--- config.mk ---
export PLATFORM = sky130hd
export DESIGN_NAME = stream_window
export DESIGN_NICKNAME = d
export VERILOG_FILES = /design/src/rtl/stream_window.sv
export SDC_FILE = /design/constraint.sdc
export NUM_CORES = 1
export LEC_CHECK = 0
export CORE_MARGIN = 3
export CORE_UTILIZATION = 45
export DETAILED_ROUTE_END_ITERATION = 10
export DONT_BUFFER_PORTS = 1
export PLACE_DENSITY = 0.56
export SLEW_MARGIN = 20
export SYNTH_ARGS = -nofsm -noshare
export SYNTH_HDL_FRONTEND = slang
export SYNTH_SLANG_ARGS = --single-unit
--- constraint.sdc ---
create_clock -name clk -period 6.1 [get_ports clk]
set_clock_uncertainty 0.2 [all_clocks]
set_input_delay 0.305 -clock clk [delete_from_list [all_inputs] [get_ports clk]]
set_output_delay 0.305 -clock clk [all_outputs]
set_load 0.005 [all_outputs]
--- src/rtl/stream_window.sv ---
// stream_window: region-of-interest cropper for the imager pixel stream.
// Forwards frame framing and header/metadata beats, and drops row markers and
// pixels outside a window that is latched at every FRAME_START.

`ifndef DTYPE_WIDTH
`define DTYPE_WIDTH 8
`endif
`ifndef DTYPE_FRAME_START
`define DTYPE_FRAME_START 8'h01
`endif
`ifndef DTYPE_FRAME_END
`define DTYPE_FRAME_END 8'h02
`endif
`ifndef DTYPE_ROW_START
`define DTYPE_ROW_START 8'h03
`endif
`ifndef DTYPE_ROW_END
`define DTYPE_ROW_END 8'h04
`endif
`ifndef DTYPE_PIXEL_MASK
`define DTYPE_PIXEL_MASK 8'hF0
`endif

module stream_window #(
  parameter int unsigned PIXEL_WIDTH       = 10,
  parameter int unsigned STREAM_DATA_WIDTH = 16,
  parameter int unsigned DIM_WIDTH         = 16
) (
  input  logic                         clk,
  input  logic                         reset,
  input  logic                         enable,
  input  logic [DIM_WIDTH-1:0]         win_col_start,
  input  logic [DIM_WIDTH-1:0]         win_num_cols,
  input  logic [DIM_WIDTH-1:0]         win_row_start,
  input  logic [DIM_WIDTH-1:0]         win_num_rows,
  input  logic                         dvi,
  input  logic [`DTYPE_WIDTH-1:0]      dtypei,
  input  logic [PIXEL_WIDTH-1:0]       datai,
  input  logic [STREAM_DATA_WIDTH-1:0] meta_datai,
  output logic                         dvo,
  output logic [`DTYPE_WIDTH-1:0]      dtypeo,
  output logic [PIXEL_WIDTH-1:0]       datao,
  output logic [STREAM_DATA_WIDTH-1:0] meta_datao,
  output logic                         busy
);

  localparam int unsigned SUM_W = DIM_WIDTH + 1;
  localparam int unsigned DT_W  = `DTYPE_WIDTH;

  typedef enum logic {
    IDLE   = 1'b0,
    ACTIVE = 1'b1
  } state_t;

  state_t                       state_q, state_d;
  logic                         en_q, en_d;
  logic [DIM_WIDTH-1:0]         col_start_q, col_start_d;
  logic [DIM_WIDTH-1:0]         num_cols_q, num_cols_d;
  logic [DIM_WIDTH-1:0]         row_start_q, row_start_d;
  logic [DIM_WIDTH-1:0]         num_rows_q, num_rows_d;
  logic [DIM_WIDTH-1:0]         row_q, row_d;
  logic [DIM_WIDTH-1:0]         col_q, col_d;
  logic                         dvo_q, dvo_d;
  logic [DT_W-1:0]              dtypeo_q, dtypeo_d;
  logic [PIXEL_WIDTH-1:0]       datao_q, datao_d;
  logic [STREAM_DATA_WIDTH-1:0] meta_datao_q, meta_datao_d;
  logic                         busy_q, busy_d;

  logic is_fs_c, is_fe_c, is_rs_c, is_re_c, is_pix_c;
  logic row_in_c, col_in_c, fwd_c;
  logic [SUM_W-1:0] row_end_c, col_end_c;

  // Beat classification and window membership against the latched window
  always_comb begin
    is_fs_c   = (dtypei == DT_W'(`DTYPE_FRAME_START));
    is_fe_c   = (dtypei == DT_W'(`DTYPE_FRAME_END));
    is_rs_c   = (dtypei == DT_W'(`DTYPE_ROW_START));
    is_re_c   = (dtypei == DT_W'(`DTYPE_ROW_END));
    is_pix_c  = |(dtypei & DT_W'(`DTYPE_PIXEL_MASK));
    row_end_c = SUM_W'(row_start_q) + SUM_W'(num_rows_q);
    col_end_c = SUM_W'(col_start_q) + SUM_W'(num_cols_q);
    row_in_c  = (row_q >= row_start_q) && (SUM_W'(row_q) < row_end_c);
    col_in_c  = (col_q >= col_start_q) && (SUM_W'(col_q) < col_end_c);
  end

  // State, latched window, counters and output registers
  always_ff @(posedge clk) begin
    if (reset) begin
      state_q      <= IDLE;
      en_q         <= 1'b0;
      col_start_q  <= '0;
      num_cols_q   <= '0;
      row_start_q  <= '0;
      num_rows_q   <= '0;
      row_q        <= '0;
      col_q        <= '0;
      dvo_q        <= 1'b0;
      dtypeo_q     <= '0;
      datao_q      <= '0;
      meta_datao_q <= '0;
      busy_q       <= 1'b0;
    end else begin
      state_q      <= state_d;
      en_q         <= en_d;
      col_start_q  <= col_start_d;
      num_cols_q   <= num_cols_d;
      row_start_q  <= row_start_d;
      num_rows_q   <= num_rows_d;
      row_q        <= row_d;
      col_q        <= col_d;
      dvo_q        <= dvo_d;
      dtypeo_q     <= dtypeo_d;
      datao_q      <= datao_d;
      meta_datao_q <= meta_datao_d;
      busy_q       <= busy_d;
    end
  end

  // Next state: frame tracking, window latch and saturating row/col counters
  always_comb begin
    state_d     = state_q;
    en_d        = en_q;
    col_start_d = col_start_q;
    num_cols_d  = num_cols_q;
    row_start_d = row_start_q;
    num_rows_d  = num_rows_q;
    row_d       = row_q;
    col_d       = col_q;
    if (dvi) begin
      if (is_fs_c) begin
        state_d     = ACTIVE;
        en_d        = enable;
        col_start_d = win_col_start;
        num_cols_d  = win_num_cols;
        row_start_d = win_row_start;
        num_rows_d  = win_num_rows;
        row_d       = '0;
        col_d       = '0;
      end else if (state_q == ACTIVE) begin
        if (is_fe_c) begin
          state_d = IDLE;
        end else if (is_rs_c) begin
          col_d = '0;
        end else if (is_re_c) begin
          row_d = (&row_q) ? row_q : row_q + DIM_WIDTH'(1);
        end else if (is_pix_c) begin
          col_d = (&col_q) ? col_q : col_q + DIM_WIDTH'(1);
        end
      end
    end
  end

  // Output: forward decision; dropped beats hold the previous payload
  always_comb begin
    fwd_c        = 1'b0;
    dvo_d        = 1'b0;
    dtypeo_d     = dtypeo_q;
    datao_d      = datao_q;
    meta_datao_d = meta_datao_q;
    busy_d       = (state_d == ACTIVE);
    if (dvi) begin
      if (is_fs_c) begin
        fwd_c = 1'b1;
      end else if (state_q == ACTIVE) begin
        if (!en_q || is_fe_c) begin
          fwd_c = 1'b1;
        end else if (is_rs_c || is_re_c) begin
          fwd_c = row_in_c && (num_cols_q != '0);
        end else if (is_pix_c) begin
          fwd_c = row_in_c && col_in_c;
        end else begin
          fwd_c = 1'b1;
        end
      end
    end
    if (fwd_c) begin
      dvo_d        = 1'b1;
      dtypeo_d     = dtypei;
      datao_d      = datai;
      meta_datao_d = meta_datai;
    end
  end

  assign dvo        = dvo_q;
  assign dtypeo     = dtypeo_q;
  assign datao      = datao_q;
  assign meta_datao = meta_datao_q;
  assign busy       = busy_q;

endmodule
==> metrics.txt <==
status=finished, final reports clean; pin slew with the least headroom to its limit=0.818 ns; max cap viols=0; worst vdd ir=0.178 mV; clock sink total=133; vias per cell=5.33; flop and latch count out of synthesis=133; Initial Util=46.8%; Mapped Area=8260 um^2; count of different cell masters after synthesis=64; endpoints failing hold=0; Setup TNS=0 ns; startpoint types=flip-flop; drt total wl=21500 um; min cycle time layout=4.85 ns; share of cells above drive strength 1=5.18%; Die Span Y=141 um; GPL Wtd Cong=0.873; final setup violating endpoints=0; Inserted Clock Buffers=17; Antenna diodes=0; first drt pass iteration count=6; post_cts resized=0; wire length per cell=16.2 um; Post-CTS Setup Inserts=0; Min-Delay Path Class=input port to flip-flop; CP max FO=35; Rel. slew slack=44.1%; drt initial violations=325; WP buf/inv=1; nets=1288; Peak Freq=206 MHz; async set or reset register ratio after synthesis=0%; Period Utilization, post-route=79.5%; Root Buffer=clkbuf_16; worst endpoint required time=6.25 ns; GR Util All Layers=21.7%; critical path arrival=5.00 ns; yosys synthesis warning count=0; clk_lat worst skew=0.43 ns; ys flop type=dfxtp_1; RSZ-0062 raised after global routing=false; CTS clk-pin slew, worst paths=0.06 ns; I/O Buffers=0; pwr/cell area=198 nW/um^2; vias=7065; antenna-violating nets left=0; remaining global-route overflow=0; DRC=0; synthesized net count=1206; syn avg cell area=8.21 um^2; area grow syn2layout=20.6%; Top cell by count, worst path=o21ai_0; WS Path Type=flip-flop to flip-flop; CP max stage cell=buf_4; Leakage=3.85 nW; Worst Setup End Kind=flip-flop; hold buffers post-CTS=101; max-slew violations=0; Worst path top cell family by delay=compound AO/OA/AOI/OAI gates; vias in the first global route=6752; number of fill cells=1638; CP max stage delay=0.49 ns; fin area=9970 um^2; DIE WIDTH=141 um; Synth Instances=1006; Core ar.=17700 um^2; sequential share of the synthesized area=32.2%; I/O pins=138; Clock Path Buffers=2; placed cell areas=8360 um^2; largest net degree at the start of global routing=140; # rows=48; CTS HTree Levels=4; HPWL Detailed=15200 um; full die area=20000 um^2; worst path cell trace=ha_1 -> fa_1 -> a211oi_1 -> o21bai_1 -> a221oi_1 -> o21ai_0 -> o21ai_0 -> nand2b_1 -> xnor2_1 -> ha_1 -> a2111oi_0 -> o21ai_0 -> a2bb2oi_1 -> o31ai_1 -> nand3_1 -> and4_2 -> buf_4 -> mux2i_1; EDFF count, synth=0; first-pass GRT wire length=35000 um; initial antenna violation count=0; TritonCTS clock tree=done
[path summary, 6_finish.rpt]
check | start | slack (ns) | end | depth (start not counted)
max | row_start_q[0] | 1.25 | datao[2] | 18
min | dvi | 0.05 | row_start_q[11] | 4
max reg2reg | row_start_q[0] | 1.25 | datao[2] | 18
min reg2reg | num_rows_q[11] | 0.26 | num_rows_q[11] | 2
[state kept, by name, indices dropped and copies added, names as in the netlist, 8 cells and up]
| signal | cells |
|---|---|
| dtypeo | 8 |
| num_cols_q | 16 |
| col_start_q | 16 |
| num_rows_q | 16 |
| datao | 10 |
| meta_datao | 16 |
| col_q | 16 |
| row_start_q | 16 |
| row_q | 16 |
[cell families (layout without fill, tap and decap cells)]
logic type               Yosys count  count (layout)  synth area share (%)
adder cells (fa/ha/maj)           98              98                  15.0
AND/OR/NAND/NOR                  406             406                  24.0
flip-flops                       133             133                  32.2
buffers and inverters             86             181                  4.69
XOR/XNOR                          51              51                  5.41
multiplexers                      35              35                  4.24
AO/OA/AOI/OAI                    197             197                  14.4
[worst reg2reg max path, cell delays in order (launching register included)]
cell and delay [ns]:
dfxtp_1 0.32, ha_1 0.22, fa_1 0.42, a211oi_1 0.31, o21bai_1 0.16, a221oi_1 0.47, o21ai_0 0.23, o21ai_0 0.19
nand2b_1 0.09, xnor2_1 0.13, ha_1 0.19, a2111oi_0 0.33, o21ai_0 0.14, a2bb2oi_1 0.16, o31ai_1 0.09, nand3_1 0.10
and4_2 0.21, buf_4 0.49, mux2i_1 0.30
[per-layer routing]
metal | up-vias | global-route usage, % | share of wire [%]
met2 | 204 | 32.6 | 41
met3 | 12 | 4.99 | 6.7
li1 | 3657 | - | -
met5 | - | 0 | 0
met4 | 0 | 5.00 | 0.92
met1 | 3192 | 31.6 | 51
[cell usage in the layout, fill, tap and decap left out, types with 3 or more instances in the layout]
master | Yosys | routed
o21bai_1 | 5 | 5
nor3_1 | 11 | 11
clkinv_4 | 0 | 3
and3_1 | 7 | 7
inv_1 | 44 | 44
nor4b_1 | 3 | 3
a31oi_1 | 5 | 5
dlygate4sd3_1 | 0 | 100
nand3_1 | 18 | 18
xor2_1 | 36 | 36
o211ai_1 | 5 | 5
a21oi_1 | 104 | 104
nor4_1 | 9 | 9
dfxtp_1 | 133 | 133
ha_1 | 96 | 96
o21a_1 | 6 | 6
a21o_1 | 13 | 13
nor2_1 | 65 | 64
buf_4 | 0 | 4
inv_6 | 0 | 3
a2111oi_0 | 5 | 5
o21ai_0 | 25 | 25
xnor2_1 | 15 | 15
o31ai_1 | 3 | 3
nand2b_1 | 76 | 76
clkbuf_16 | 0 | 17
or2_2 | 3 | 3
nor2b_1 | 8 | 8
clkinvlp_4 | 0 | 4
nand4_1 | 20 | 20
a211oi_1 | 5 | 5
nand2_1 | 169 | 168
mux2i_1 | 35 | 35
[cells in the mapped netlist, drive strengths merged, types with 2 or more instances]
cell,number,share of area (%)
a31oi,5,0.38
o21bai,5,0.45
o211ai,5,0.45
dfxtp,133,32
inv,44,2.0
and3,7,0.53
and2,2,0.15
xor2,36,3.8
xnor2,15,1.6
or4,3,0.32
nor2b,8,0.61
or2,3,0.23
clkbuf,35,1.7
o21ai,25,1.5
nor2,66,3.2
nand2b,76,5.8
o31ai,3,0.27
nor4,9,0.68
a2bb2oi,2,0.21
o2111ai,2,0.21
nand3,19,1.2
nand2,170,7.8
and4,2,0.21
a2111oi,5,0.53
a211oi,5,0.45
nor3,13,1.1
nor4b,3,0.32
mux2i,35,4.2
a21oi,105,6.4
fa,2,0.48
o21a,6,0.55
or3,2,0.17
buf,7,0.98
a21o,15,1.4
ha,96,15
nand4,20,1.5
[cell type report]
cell class | count | area, um^2 | area share [%]
Sequential cell | 133 | 2660 | 26.7
Tap cell | 225 | 282 | 2.82
Clock inverter | 13 | 123 | 1.23
Clock buffer | 19 | 453 | 4.54
Inverter | 44 | 165 | 1.66
Timing Repair Buffer | 105 | 1060 | 10.6
Multi-Input combinational cell | 787 | 5220 | 52.4
[through the flow]
| step | power (mW) | hold slack (ns) | setup WS [ns] | util, % | instances |
|---|---|---|---|---|---|
| floorplan | 0.928 | 0.240 | 1.98 | - | 1006 |
| global placement | 0.921 | 0.185 | 1.37 | 47.4 | 1193 |
| detailed placement | 0.921 | 0.186 | 1.31 | 47.4 | 1193 |
| CTS | 1.99 | 0.0194 | 1.29 | 56.4 | 1326 |
| global route | 2.05 | 0.0612 | 0.764 | 56.4 | 1326 |
| finish | 1.97 | 0.0458 | 1.25 | 56.4 | 1326 |
[where the power goes]
group	total [mW]	switching [mW]	internal, mW
clock network	1.00	0.415	0.586
registers	0.871	0.00122	0.870
logic	0.0978	0.0380	0.0598
Power figures use the tool's default switching activity.
